[src/rtl/axi_sram_slave_if.sv]
// AXI4 bus bundle between a master and axi_sram_slave.
// Upper-case signal names follow the AXI channel naming.
interface axi_sram_slave_if #(
  parameter int ID_W = 8
);
  logic [ID_W-1:0] AWID;
  logic [31:0]     AWADDR;
  logic [3:0]      AWLEN;
  logic [2:0]      AWSIZE;
  logic [1:0]      AWBURST;
  logic            AWVALID;
  logic            AWREADY;

  logic [31:0]     WDATA;
  logic [3:0]      WSTRB;
  logic            WLAST;
  logic            WVALID;
  logic            WREADY;

  logic [ID_W-1:0] BID;
  logic [1:0]      BRESP;
  logic            BVALID;
  logic            BREADY;

  logic [ID_W-1:0] ARID;
  logic [31:0]     ARADDR;
  logic [3:0]      ARLEN;
  logic [2:0]      ARSIZE;
  logic [1:0]      ARBURST;
  logic            ARVALID;
  logic            ARREADY;

  logic [ID_W-1:0] RID;
  logic [31:0]     RDATA;
  logic [1:0]      RRESP;
  logic            RLAST;
  logic            RVALID;
  logic            RREADY;

  modport master (
    output AWID, AWADDR, AWLEN, AWSIZE, AWBURST, AWVALID,
    input  AWREADY,
    output WDATA, WSTRB, WLAST, WVALID,
    input  WREADY,
    input  BID, BRESP, BVALID,
    output BREADY,
    output ARID, ARADDR, ARLEN, ARSIZE, ARBURST, ARVALID,
    input  ARREADY,
    input  RID, RDATA, RRESP, RLAST, RVALID,
    output RREADY
  );

  modport slave (
    input  AWID, AWADDR, AWLEN, AWSIZE, AWBURST, AWVALID,
    output AWREADY,
    input  WDATA, WSTRB, WLAST, WVALID,
    output WREADY,
    output BID, BRESP, BVALID,
    input  BREADY,
    input  ARID, ARADDR, ARLEN, ARSIZE, ARBURST, ARVALID,
    output ARREADY,
    output RID, RDATA, RRESP, RLAST, RVALID,
    input  RREADY
  );
endinterface

[src/rtl/axi_sram_slave.sv]
// AXI4 slave onto a 32-bit single-port SRAM, one burst at a time; reads 1 beat / 2 cycles, writes 1 beat/cycle.
// Stalls on RREADY/BREADY hold all outputs; SRAM_SLV_RANGE_CHK_EN adds DECERR for out-of-range beats.
module axi_sram_slave #(
  parameter int ID_W   = 8,
  parameter int ADDR_W = 14
) (
  input  logic              ACLK,
  input  logic              ARESET,
  axi_sram_slave_if.slave   axi,
  output logic              sram_cs,
  output logic [3:0]        sram_we,
  output logic [ADDR_W-1:0] sram_addr,
  output logic [31:0]       sram_di,
  input  logic [31:0]       sram_do
);

  typedef enum logic [2:0] {IDLE, R_REQ, R_DATA, W_DATA, W_RESP} state_t;

  state_t          state_q, state_d;
  logic [ID_W-1:0] id_q;
  logic [29:0]     addr_q;     // running word address, full width for range checks
  logic [29:0]     addr_nxt;
  logic [4:0]      beats_q;    // beats still owed to the SRAM in this burst
  logic            fixed_q;
  logic            slverr_q;
  logic            decerr_q;
  logic            prio_rd_q;  // read wins the next tie
  logic            grant_r;
  logic            grant_w;
  logic            oor;
  logic            rd_phase;
  logic            unused_bits;

  assign addr_nxt = fixed_q ? addr_q : addr_q + 30'd1;

`ifdef SRAM_SLV_RANGE_CHK_EN
  assign oor = (addr_q[29:ADDR_W] != '0);
`else
  assign oor = 1'b0;
`endif

  assign unused_bits = ^{axi.AWSIZE, axi.ARSIZE, axi.AWADDR[1:0], axi.ARADDR[1:0]};

  always_ff @(posedge ACLK or posedge ARESET) begin
    if (ARESET) state_q <= IDLE;
    else        state_q <= state_d;
  end

  always_comb begin
    state_d     = state_q;
    grant_r     = 1'b0;
    grant_w     = 1'b0;
    axi.AWREADY = 1'b0;
    axi.ARREADY = 1'b0;
    axi.WREADY  = 1'b0;
    axi.BVALID  = 1'b0;
    axi.RVALID  = 1'b0;
    sram_cs     = 1'b0;
    sram_we     = 4'b0000;
    sram_addr   = addr_q[ADDR_W-1:0];
    sram_di     = axi.WDATA;
    case (state_q)
      IDLE: begin
        grant_r     = axi.ARVALID && (!axi.AWVALID || prio_rd_q);
        grant_w     = axi.AWVALID && !grant_r;
        axi.ARREADY = grant_r;
        axi.AWREADY = grant_w;
        if (grant_r)      state_d = R_REQ;
        else if (grant_w) state_d = W_DATA;
      end
      R_REQ: begin
        sram_cs = !oor;
        state_d = R_DATA;
      end
      R_DATA: begin
        axi.RVALID = 1'b1;
        if (axi.RREADY) state_d = (beats_q == 5'd1) ? IDLE : R_REQ;
      end
      W_DATA: begin
        axi.WREADY = 1'b1;
        if (axi.WVALID) begin
          // beats beyond AWLEN+1 are swallowed without touching the SRAM
          if (beats_q != 5'd0 && !oor) begin
            sram_cs = 1'b1;
            sram_we = axi.WSTRB;
          end
          if (axi.WLAST) state_d = W_RESP;
        end
      end
      W_RESP: begin
        axi.BVALID = 1'b1;
        if (axi.BREADY) state_d = IDLE;
      end
      default: state_d = IDLE;
    endcase
  end

  always_ff @(posedge ACLK or posedge ARESET) begin
    if (ARESET) begin
      id_q      <= '0;
      addr_q    <= '0;
      beats_q   <= '0;
      fixed_q   <= 1'b0;
      slverr_q  <= 1'b0;
      decerr_q  <= 1'b0;
      prio_rd_q <= 1'b1;
    end else begin
      case (state_q)
        IDLE: begin
          if (grant_r) begin
            id_q      <= axi.ARID;
            addr_q    <= axi.ARADDR[31:2];
            beats_q   <= {1'b0, axi.ARLEN} + 5'd1;
            fixed_q   <= (axi.ARBURST == 2'b00);
            prio_rd_q <= 1'b0;
          end else if (grant_w) begin
            id_q      <= axi.AWID;
            addr_q    <= axi.AWADDR[31:2];
            beats_q   <= {1'b0, axi.AWLEN} + 5'd1;
            fixed_q   <= (axi.AWBURST == 2'b00);
            slverr_q  <= 1'b0;
            decerr_q  <= 1'b0;
            prio_rd_q <= 1'b1;
          end
        end
        R_DATA: begin
          if (axi.RREADY) begin
            beats_q <= beats_q - 5'd1;
            addr_q  <= addr_nxt;
          end
        end
        W_DATA: begin
          if (axi.WVALID) begin
            if (beats_q != 5'd0) begin
              beats_q <= beats_q - 5'd1;
              addr_q  <= addr_nxt;
              if (oor) decerr_q <= 1'b1;
            end
            if (axi.WLAST && beats_q != 5'd1) slverr_q <= 1'b1;
          end
        end
        default: ;
      endcase
    end
  end

  assign rd_phase  = (state_q == R_DATA);
  assign axi.RID   = rd_phase ? id_q : '0;
  assign axi.RDATA = (rd_phase && !oor) ? sram_do : 32'h0;
  assign axi.RRESP = (rd_phase && oor) ? 2'b11 : 2'b00;
  assign axi.RLAST = rd_phase && (beats_q == 5'd1);
  assign axi.BID   = (state_q == W_RESP) ? id_q : '0;
  assign axi.BRESP = (state_q != W_RESP) ? 2'b00 :
                     decerr_q            ? 2'b11 :
                     slverr_q            ? 2'b10 : 2'b00;

endmodule
[src/flat_wrapper.sv]
// flat-port wrapper written by rule: the top's interface ports become plain ports
module axi_sram_slave_flat 
#(
  parameter int ID_W   = 8,
  parameter int ADDR_W = 14
)
  (ACLK, ARESET, sram_cs, sram_we, sram_addr, sram_di, sram_do, axi_AWID, axi_AWADDR, axi_AWLEN, axi_AWSIZE, axi_AWBURST, axi_AWVALID, axi_AWREADY, axi_WDATA, axi_WSTRB, axi_WLAST, axi_WVALID, axi_WREADY, axi_BID, axi_BRESP, axi_BVALID, axi_BREADY, axi_ARID, axi_ARADDR, axi_ARLEN, axi_ARSIZE, axi_ARBURST, axi_ARVALID, axi_ARREADY, axi_RID, axi_RDATA, axi_RRESP, axi_RLAST, axi_RVALID, axi_RREADY);
  axi_sram_slave_if #(.ID_W(ID_W)) axi_i ();
  input  logic ACLK;
  input  logic ARESET;
  output logic sram_cs;
  output logic [3:0] sram_we;
  output logic [ADDR_W-1:0] sram_addr;
  output logic [31:0] sram_di;
  input  logic [31:0] sram_do;
  input wire logic [$bits(axi_i.AWID)-1:0] axi_AWID;
  input wire logic [$bits(axi_i.AWADDR)-1:0] axi_AWADDR;
  input wire logic [$bits(axi_i.AWLEN)-1:0] axi_AWLEN;
  input wire logic [$bits(axi_i.AWSIZE)-1:0] axi_AWSIZE;
  input wire logic [$bits(axi_i.AWBURST)-1:0] axi_AWBURST;
  input wire logic [$bits(axi_i.AWVALID)-1:0] axi_AWVALID;
  output wire logic [$bits(axi_i.AWREADY)-1:0] axi_AWREADY;
  input wire logic [$bits(axi_i.WDATA)-1:0] axi_WDATA;
  input wire logic [$bits(axi_i.WSTRB)-1:0] axi_WSTRB;
  input wire logic [$bits(axi_i.WLAST)-1:0] axi_WLAST;
  input wire logic [$bits(axi_i.WVALID)-1:0] axi_WVALID;
  output wire logic [$bits(axi_i.WREADY)-1:0] axi_WREADY;
  output wire logic [$bits(axi_i.BID)-1:0] axi_BID;
  output wire logic [$bits(axi_i.BRESP)-1:0] axi_BRESP;
  output wire logic [$bits(axi_i.BVALID)-1:0] axi_BVALID;
  input wire logic [$bits(axi_i.BREADY)-1:0] axi_BREADY;
  input wire logic [$bits(axi_i.ARID)-1:0] axi_ARID;
  input wire logic [$bits(axi_i.ARADDR)-1:0] axi_ARADDR;
  input wire logic [$bits(axi_i.ARLEN)-1:0] axi_ARLEN;
  input wire logic [$bits(axi_i.ARSIZE)-1:0] axi_ARSIZE;
  input wire logic [$bits(axi_i.ARBURST)-1:0] axi_ARBURST;
  input wire logic [$bits(axi_i.ARVALID)-1:0] axi_ARVALID;
  output wire logic [$bits(axi_i.ARREADY)-1:0] axi_ARREADY;
  output wire logic [$bits(axi_i.RID)-1:0] axi_RID;
  output wire logic [$bits(axi_i.RDATA)-1:0] axi_RDATA;
  output wire logic [$bits(axi_i.RRESP)-1:0] axi_RRESP;
  output wire logic [$bits(axi_i.RLAST)-1:0] axi_RLAST;
  output wire logic [$bits(axi_i.RVALID)-1:0] axi_RVALID;
  input wire logic [$bits(axi_i.RREADY)-1:0] axi_RREADY;
  assign axi_i.AWID = axi_AWID;
  assign axi_i.AWADDR = axi_AWADDR;
  assign axi_i.AWLEN = axi_AWLEN;
  assign axi_i.AWSIZE = axi_AWSIZE;
  assign axi_i.AWBURST = axi_AWBURST;
  assign axi_i.AWVALID = axi_AWVALID;
  assign axi_AWREADY = axi_i.AWREADY;
  assign axi_i.WDATA = axi_WDATA;
  assign axi_i.WSTRB = axi_WSTRB;
  assign axi_i.WLAST = axi_WLAST;
  assign axi_i.WVALID = axi_WVALID;
  assign axi_WREADY = axi_i.WREADY;
  assign axi_BID = axi_i.BID;
  assign axi_BRESP = axi_i.BRESP;
  assign axi_BVALID = axi_i.BVALID;
  assign axi_i.BREADY = axi_BREADY;
  assign axi_i.ARID = axi_ARID;
  assign axi_i.ARADDR = axi_ARADDR;
  assign axi_i.ARLEN = axi_ARLEN;
  assign axi_i.ARSIZE = axi_ARSIZE;
  assign axi_i.ARBURST = axi_ARBURST;
  assign axi_i.ARVALID = axi_ARVALID;
  assign axi_ARREADY = axi_i.ARREADY;
  assign axi_RID = axi_i.RID;
  assign axi_RDATA = axi_i.RDATA;
  assign axi_RRESP = axi_i.RRESP;
  assign axi_RLAST = axi_i.RLAST;
  assign axi_RVALID = axi_i.RVALID;
  assign axi_i.RREADY = axi_RREADY;
  axi_sram_slave #(.ID_W(ID_W), .ADDR_W(ADDR_W)) u_core (.ACLK(ACLK), .ARESET(ARESET), .axi(axi_i), .sram_cs(sram_cs), .sram_we(sram_we), .sram_addr(sram_addr), .sram_di(sram_di), .sram_do(sram_do));
endmodule
[config.mk]
export PLATFORM = sky130hd
export DESIGN_NAME = axi_sram_slave_flat
export DESIGN_NICKNAME = d
export VERILOG_FILES = /design/src/rtl/axi_sram_slave_if.sv /design/src/rtl/axi_sram_slave.sv /design/src/flat_wrapper.sv
export SDC_FILE = /design/constraint.sdc
export NUM_CORES = 1
export LEC_CHECK = 0
export CORE_AREA = 5 5 107 109
export DETAILED_ROUTE_END_ITERATION = 8
export DIE_AREA = 0 0 112 114
export PLACE_DENSITY = 0.77
export SYNTH_ARGS = -nofsm -noshare
export SYNTH_HDL_FRONTEND = slang
export SYNTH_SLANG_ARGS = --single-unit
[constraint.sdc]
create_clock -name ACLK -period 2.9 [get_ports ACLK]
set_input_delay 0.87 -clock ACLK [delete_from_list [all_inputs] [get_ports ACLK]]
set_output_delay 0.87 -clock ACLK [all_outputs]
set_load 0.1 [all_outputs]
==> metrics.md, run 1 <==
| Metric | Value |
|---|---|
| Synth Area in Compound Gates | `19.48%` |
| Fillers | `945` |
| Max IR drop VDD | `0.8013 mV` |
| Vias per Instance | `4.913` |
| Final nets | `670` |
| Yosys reg bits | `33` |
| Synth warnings | `0` |
| Clk_lat worst skew | `0.28 ns` |
| Crit Path Category | `in -> out` |
| Max Clk Rate | `354.7 MHz` |
| Reg2reg setup slack | `0.64 ns` |
| Pleak | `2.349 nW` |
| Ys flop type | `dfrtp_1` |
| Worst Max-Slew Pin Slew | `0.5554 ns` |
| DRC viols | `0` |
| Max incr delay on CP | `0.51 ns` |
| IO Port Bufs | `173` |
| GR Util All Layers | `15.91%` |
| Total Wirelength | `10.57 mm` |
| CTS H-Tree Depth | `2` |
| Synth Instances | `347` |
| Post-DP HPWL | `8.799 mm` |
| Worst-path maximum fanout | `4` |
| Vias in the first global route | `3250` |
| DRT iter0 DRCs | `164` |
| Final setup violation count | `0` |
| Async S/R FF share, synth | `100.0%` |
| Most frequent cells in the layout | `clkdlybuf4s50_1, buf_12, and2_1, buf_4, dfrtp_1` |
| Clock root buffer | `clkbuf_8` |
| Die Span Y | `114 µm` |
| Post-Layout Cell Count | `632` |
| # IOs | `283` |
| DR pass1 iterations | `4` |
| Xor-xnor portion of the synthesized cell area | `0.8951%` |
| Starting Density | `27.94%` |
| CP arrival | `1.95 ns` |
| Post-synth cell types | `53` |
| ANT nets after route | `0` |
| Mean Syn Cell Area | `8.459 µm²` |
| Max-slew violations | `0` |
| Post-Synth Simple-Gate Area | `25.70%` |
| GR Overflow Total | `0` |
| Sequential element share of the synthesized area | `28.18%` |
| Hold Vio Cnt, Final | `0` |
| Post-layout min period | `2.819 ns` |
| CTS sink cnt | `33` |
| CTS max path bufs | `2` |
| First-pass GRT wire length | `16.61 mm` |
| RSZ-0062 raised after global routing | `no` |
| Die Span X | `112 µm` |
| Utilization after layout | `50.74%` |
| Relative slew slack | `62.90%` |
| Period utilisation layout | `97.22%` |
| Post-Place Cells | `623` |
| Post-Synth Adder-Cell Area | `2.131%` |
| Crit start category | `primary input` |
| Largest net degree at the start of global routing | `42` |
| CORE AREA | `0.01051 mm²` |
| Maxcap violations | `0` |
| Initial antenna violation count | `0` |
| Commonest non-fill, non-tap cell in the layout | `clkdlybuf4s50_1` |
| RD Place Congestion | `0.8719` |
| Fin Setup TNS | `0 ns` |
| Final Skew | `0.009109 ns` |
| Die area | `0.01277 mm²` |
| Routed len/inst | `16.72 µm` |
| CP max-delay cell | `clkdlybuf4s50_1` |
| Power, Total | `6.728 mW` |
| EDFF count, synth | `0` |
| CP required | `2.03 ns` |
| HP Class | `reg -> reg` |
| Setup crit end kind | `output pin` |
| Status | `finished, final reports clean` |
| Post-Syn Area | `0.002935 mm²` |
| Via count of the routed design | `3105` |
| Layout area overhead | `81.63%` |
| Post-synthesis mux area share | `9.548%` |
| Largest family of logic cells by synthesized area | `simple AND/OR/NAND/NOR gates` |
| Pwr per Cell Area | `1262 mW/mm²` |
| Reg clk slew, reported paths | `0.07 ns` |
| Cts bufs inserted | `5` |
| Number of antenna diodes | `0` |
| Layout cells sized above 1 | `27.03%` |
| CTS tree | `yes` |
| Critical path, cell by cell | `clkdlybuf4s50_1 -> buf_4 -> nand3_1 -> inv_1 -> buf_12` |
| Cell Rows | `38` |
==> metal layers <==
layer,track usage (%),wire [µm],vias to the layer above
li1,-,-,1478
met1,17.39,3882,1466
met2,30.26,5753,144
met3,3.979,753,17
met4,4.808,180,0
met5,0,0,-
==> area by class of cell <==
type	instances	area, µm²	share of cell area (%)
clock inverters	1	5.005	0.09387
well taps	140	175.2	3.286
flip-flops and latches	33	828.3	15.54
clock buffers	7	96.34	1.807
repair buffers	192	2442	45.81
inverters	10	41.29	0.7745
multi-input cells	249	1743	32.69
==> report_power, final <==
part / switching (mW) / leakage, nW / internal [mW]
registers: 0.270 / 0.387 / 0.699
clock network: 0.167 / 0.0542 / 0.215
logic: 3.55 / 1.91 / 1.83
==> what timing repair did <==
action / 4_1_cts / 5_1_grt
endpoints found under the setup margin: 1 / 41
resized for setup: 2 / 2
pin swaps: 0 / 0
buffers inserted: 0 / 1
hold buffers: 0 / 0
==> flip-flops by register name, summed over array words and instances (netlist names) <==
register,count
u_core.beats_q,5
u_core.prio_rd_q,1
u_core.id_q,8
u_core.fixed_q,1
u_core.state_q,3
u_core.slverr_q,1
u_core.addr_q,14
==> worst paths after layout <==
path	to	depth (start not counted)	from
setup reg to reg	u_core.beats_q[1]	8	u_core.state_q[2]
max in group asynchronous	u_core.prio_rd_q	3	ARESET
min in group asynchronous	u_core.addr_q[8]	3	ARESET
setup / recovery	axi_AWREADY	5	axi_AWVALID
hold / removal	u_core.prio_rd_q	2	u_core.prio_rd_q
hold reg to reg	u_core.prio_rd_q	2	u_core.prio_rd_q
==> cells by family after synthesis <==
group	count (synthesis)
multiplexers	27
other	1
AND/OR/NAND/NOR	130
adder cells (fa/ha/maj)	5
XOR/XNOR	3
flip-flops	33
AO/OA/AOI/OAI	81
buffers and inverters	67
==> synth_stat cells (5+ instances only) <==
cell type	n	area, µm²
and2_1	42	262.8
buf_4	39	292.8
dfrtp_1	32	800.8
a21oi_1	24	120.1
mux2i_1	19	190.2
nor2_1	19	71.32
and3_1	18	112.6
nand2_1	18	67.56
o21ai_0	17	85.08
clkbuf_1	13	48.80
nand3_1	11	55.05
inv_1	10	37.54
o22a_1	8	70.07
mux2_2	7	78.83
a2bb2oi_1	5	43.79
a31oi_1	5	31.28
ha_1	5	62.56
nor3_1	5	25.02
==> critical path: cells and delay by family <==
| family | cells | cell delay (ns) |
|---|---|---|
| buf+inv | 4 | 0.97 |
| simple gates | 1 | 0.10 |
==> per-stage QoR <==
stage,hold WS (ns),setup slack (ns),cell area (µm²)
5_1_grt,0.5192,0.01702,5331
4_1_cts,0.4951,0.04680,5319
3_5_place_dp,0.4846,-0.06095,5211
3_3_place_gp,0.4608,-0.02922,5211
6_report,0.4943,0.08076,5331
2_1_floorplan,0.4459,0.06154,2970
Note: power is estimated with default switching activity, not from simulation.
==> run 2: changes to the inputs <==
CORE_AREA = 3 3 108 110   (was 5 5 107 109)
DIE_AREA = 0 0 111 113   (was 0 0 112 114)
PLACE_DENSITY = 0.74   (was 0.77)
==> run 2 against run 1 <==
Clock-buffer cell count rose by 1. Fmax fell by 0.92%. Setup slack got worse by 0.026 ns. Via count rose by 0.29%. Combinational power barely moved. Largest power group unchanged. Highest routed layer unchanged. Clock skew rose by 0.0053 ns. Flip-flop and latch count did not move. Non-clock buffer count fell by 1. Critical path type unchanged. Register-to-register slack improved by 0.10 ns. Largest cell class unchanged. Die area fell by 1.8%.
==> metrics.md, run 2 (synthesis results as in run 1) <==
| Metric | Value |
|---|---|
| Final Skew | `0.01441 ns (+0.005304 ns)` |
| Fin area | `0.005308 mm² (-0.45%)` |
| Worst Max-Slew Pin Slew | `0.5243 ns (-0.03105 ns)` |
| ANT nets after route | `0 (unchanged)` |
| Layout cells sized above 1 | `26.27% (-0.76 points)` |
| Post-Place Cells | `623 (unchanged)` |
| Met3 usage | `3.422% (-0.56 points)` |
| Pleak | `2.337 nW (-0.52%)` |
| Period utilisation layout | `98.11% (+0.90 points)` |
| Initial antenna violation count | `0 (unchanged)` |
| RD Place Congestion | `0.8645 (-0.85%)` |
| DRC viols | `0 (unchanged)` |
| CTS H-Tree Depth | `2 (unchanged)` |
| Commonest non-fill, non-tap cell in the layout | `clkdlybuf4s50_1` |
| Placed cell areas | `0.005211 mm² (unchanged)` |
| Routed len/inst | `16.28 µm (-2.6%)` |
| First-pass GRT wire length | `16.24 mm (-2.2%)` |
| Cts bufs inserted | `5 (unchanged)` |
| Max IR drop VDD | `0.6688 mV (-17%)` |
| Clk_lat worst skew | `0.28 ns (about the same)` |
| Max-slew violations | `0 (unchanged)` |
| Die Span X | `111 µm (-0.89%)` |
| Die area | `0.01254 mm² (-1.8%)` |
| Post-Layout Cell Count | `631 (-0.16%)` |
| Layout area overhead | `80.82%` |
| Max FFs per register | `14 (unchanged)` |
| Final setup violation count | `0 (unchanged)` |
| Pwr per Cell Area | `1255 mW/mm² (-0.53%)` |
| HP Class | `reg -> reg` |
| CTS tree | `yes` |
| CP required | `2.03 ns (about the same)` |
| Largest net degree at the start of global routing | `34 (-19%)` |
| Crit Path Category | `in -> out` |
| CORE AREA | `0.01079 mm² (+2.7%)` |
| Relative slew slack | `64.92% (+2.0 points)` |
| IO Port Bufs | `173 (unchanged)` |
| DRT iter0 DRCs | `119 (-27%)` |
| Reg clk slew, reported paths | `0.06 ns (about the same)` |
| Status | `finished, final reports clean` |
| Cell Rows | `38 (unchanged)` |
| Die Span Y | `113 µm (-0.88%)` |
| Most Crowded Layer GR | `met2` |
| Worst-path maximum fanout | `6 (+2)` |
| # hold bufs at CTS | `0 (unchanged)` |
| Crit start category | `primary input` |
| Vias in the first global route | `3186 (-2.0%)` |
| CP arrival | `1.98 ns (+0.03 ns)` |
| Vias per Instance | `4.935 (+0.45%)` |
| GR Layer Usage met2 | `29.85% (-0.40 points)` |
| RSZ-0062 raised after global routing | `no` |
| Number of antenna diodes | `0 (unchanged)` |
| Top reg by flops | `u_core.addr_q` |
| Clock root buffer | `clkbuf_8` |
| DR pass1 iterations | `4 (unchanged)` |
| Top flop regs | `u_core.addr_q x14, u_core.id_q x8, u_core.beats_q x5` |
| GR Overflow Total | `0 (unchanged)` |
| Post-DP HPWL | `8.527 mm (-3.1%)` |
| Setup crit end kind | `output pin` |
| Most frequent cells in the layout | `clkdlybuf4s50_1, buf_12, and2_1, buf_4, dfrtp_1` |
| Final nets | `669 (-0.15%)` |
| Maxcap violations | `0 (unchanged)` |
| Met1 usage | `17.21% (-0.18 points)` |
| GR Util All Layers | `15.81% (-0.10 points)` |
| Starting Density | `27.20% (-0.74 points)` |
| Fin Setup TNS | `0 ns (unchanged)` |
| Max Clk Rate | `351.5 MHz (-0.92%)` |
| Via count of the routed design | `3114 (+0.29%)` |
| Total Wirelength | `10.27 mm (-2.8%)` |
| Hold Vio Cnt, Final | `0 (unchanged)` |
| # IOs | `283 (unchanged)` |
| CTS sink cnt | `33 (unchanged)` |
| CTS max path bufs | `2 (unchanged)` |
| Post-layout min period | `2.845 ns (+0.02604 ns)` |
## run 2: through the flow
| step | util [%] | worst slack [ns] | hold WS [ns] | total power, mW |
|---|---|---|---|---|
| 6_report | 49.18 | 0.05472 | 0.4788 | 6.663 |
| 4_1_cts | 49.18 | 0.05652 | 0.4801 | 6.707 |
| 2_1_floorplan | - | 0.06154 | 0.4459 | 4.820 |
| 3_5_place_dp | 48.28 | -0.07448 | 0.4702 | 6.329 |
| 3_3_place_gp | 48.28 | -0.03221 | 0.4650 | 6.237 |
| 5_1_grt | 49.18 | 0.001015 | 0.5078 | 7.005 |
## run 2: power by group
group          leakage [nW]  internal (mW)  switching (mW)  total, mW
logic                  1.90           1.82            3.54       5.36
clock network        0.0455          0.194           0.164      0.357
registers             0.388          0.698           0.246      0.944
total                  2.34           2.71            3.95       6.66
## run 2: worst max-delay path, cell delays in order
cell and delay [ns]:
clkdlybuf4s50_1 0.50, nand2b_1 0.12, nand3_4 0.17, clkinvlp_4 0.13, buf_12 0.17
## run 2: layout make-up
| type | instances | area (µm²) |
|---|---|---|
| clock buffer | 8 | 90.09 |
| fill | 971 | 5485 |
| inverter | 10 | 41.29 |
| multi-input combinational | 249 | 1743 |
| sequential | 33 | 827.0 |
| tap | 140 | 175.2 |
| timing repair buffer | 191 | 2431 |
## run 2: metal layers
metal  vias to the layer above  wire (µm)
li1                       1474          -
met1                      1448       3715
met2                       157       5624
met3                        35        645
met4                         0        288
met5                         -          0
## run 2: what timing repair did
item / CTS / global route
buffers inserted: 0 / 0
resized for setup: 2 / 0
endpoints found under the setup margin: 1 / 0
## run 2: final timing paths
check                             startpoint           endpoint  slack (ns)  cells past startpoint
max                              axi_AWVALID        axi_ARREADY        0.05                      5
min                         u_core.prio_rd_q   u_core.prio_rd_q        0.48                      2
max reg2reg                u_core.state_q[2]  u_core.beats_q[1]        0.74                      7
min reg2reg                 u_core.prio_rd_q   u_core.prio_rd_q        0.48                      2
max in group asynchronous             ARESET   u_core.prio_rd_q        1.57                      3
min in group asynchronous             ARESET   u_core.addr_q[5]        0.98                      3
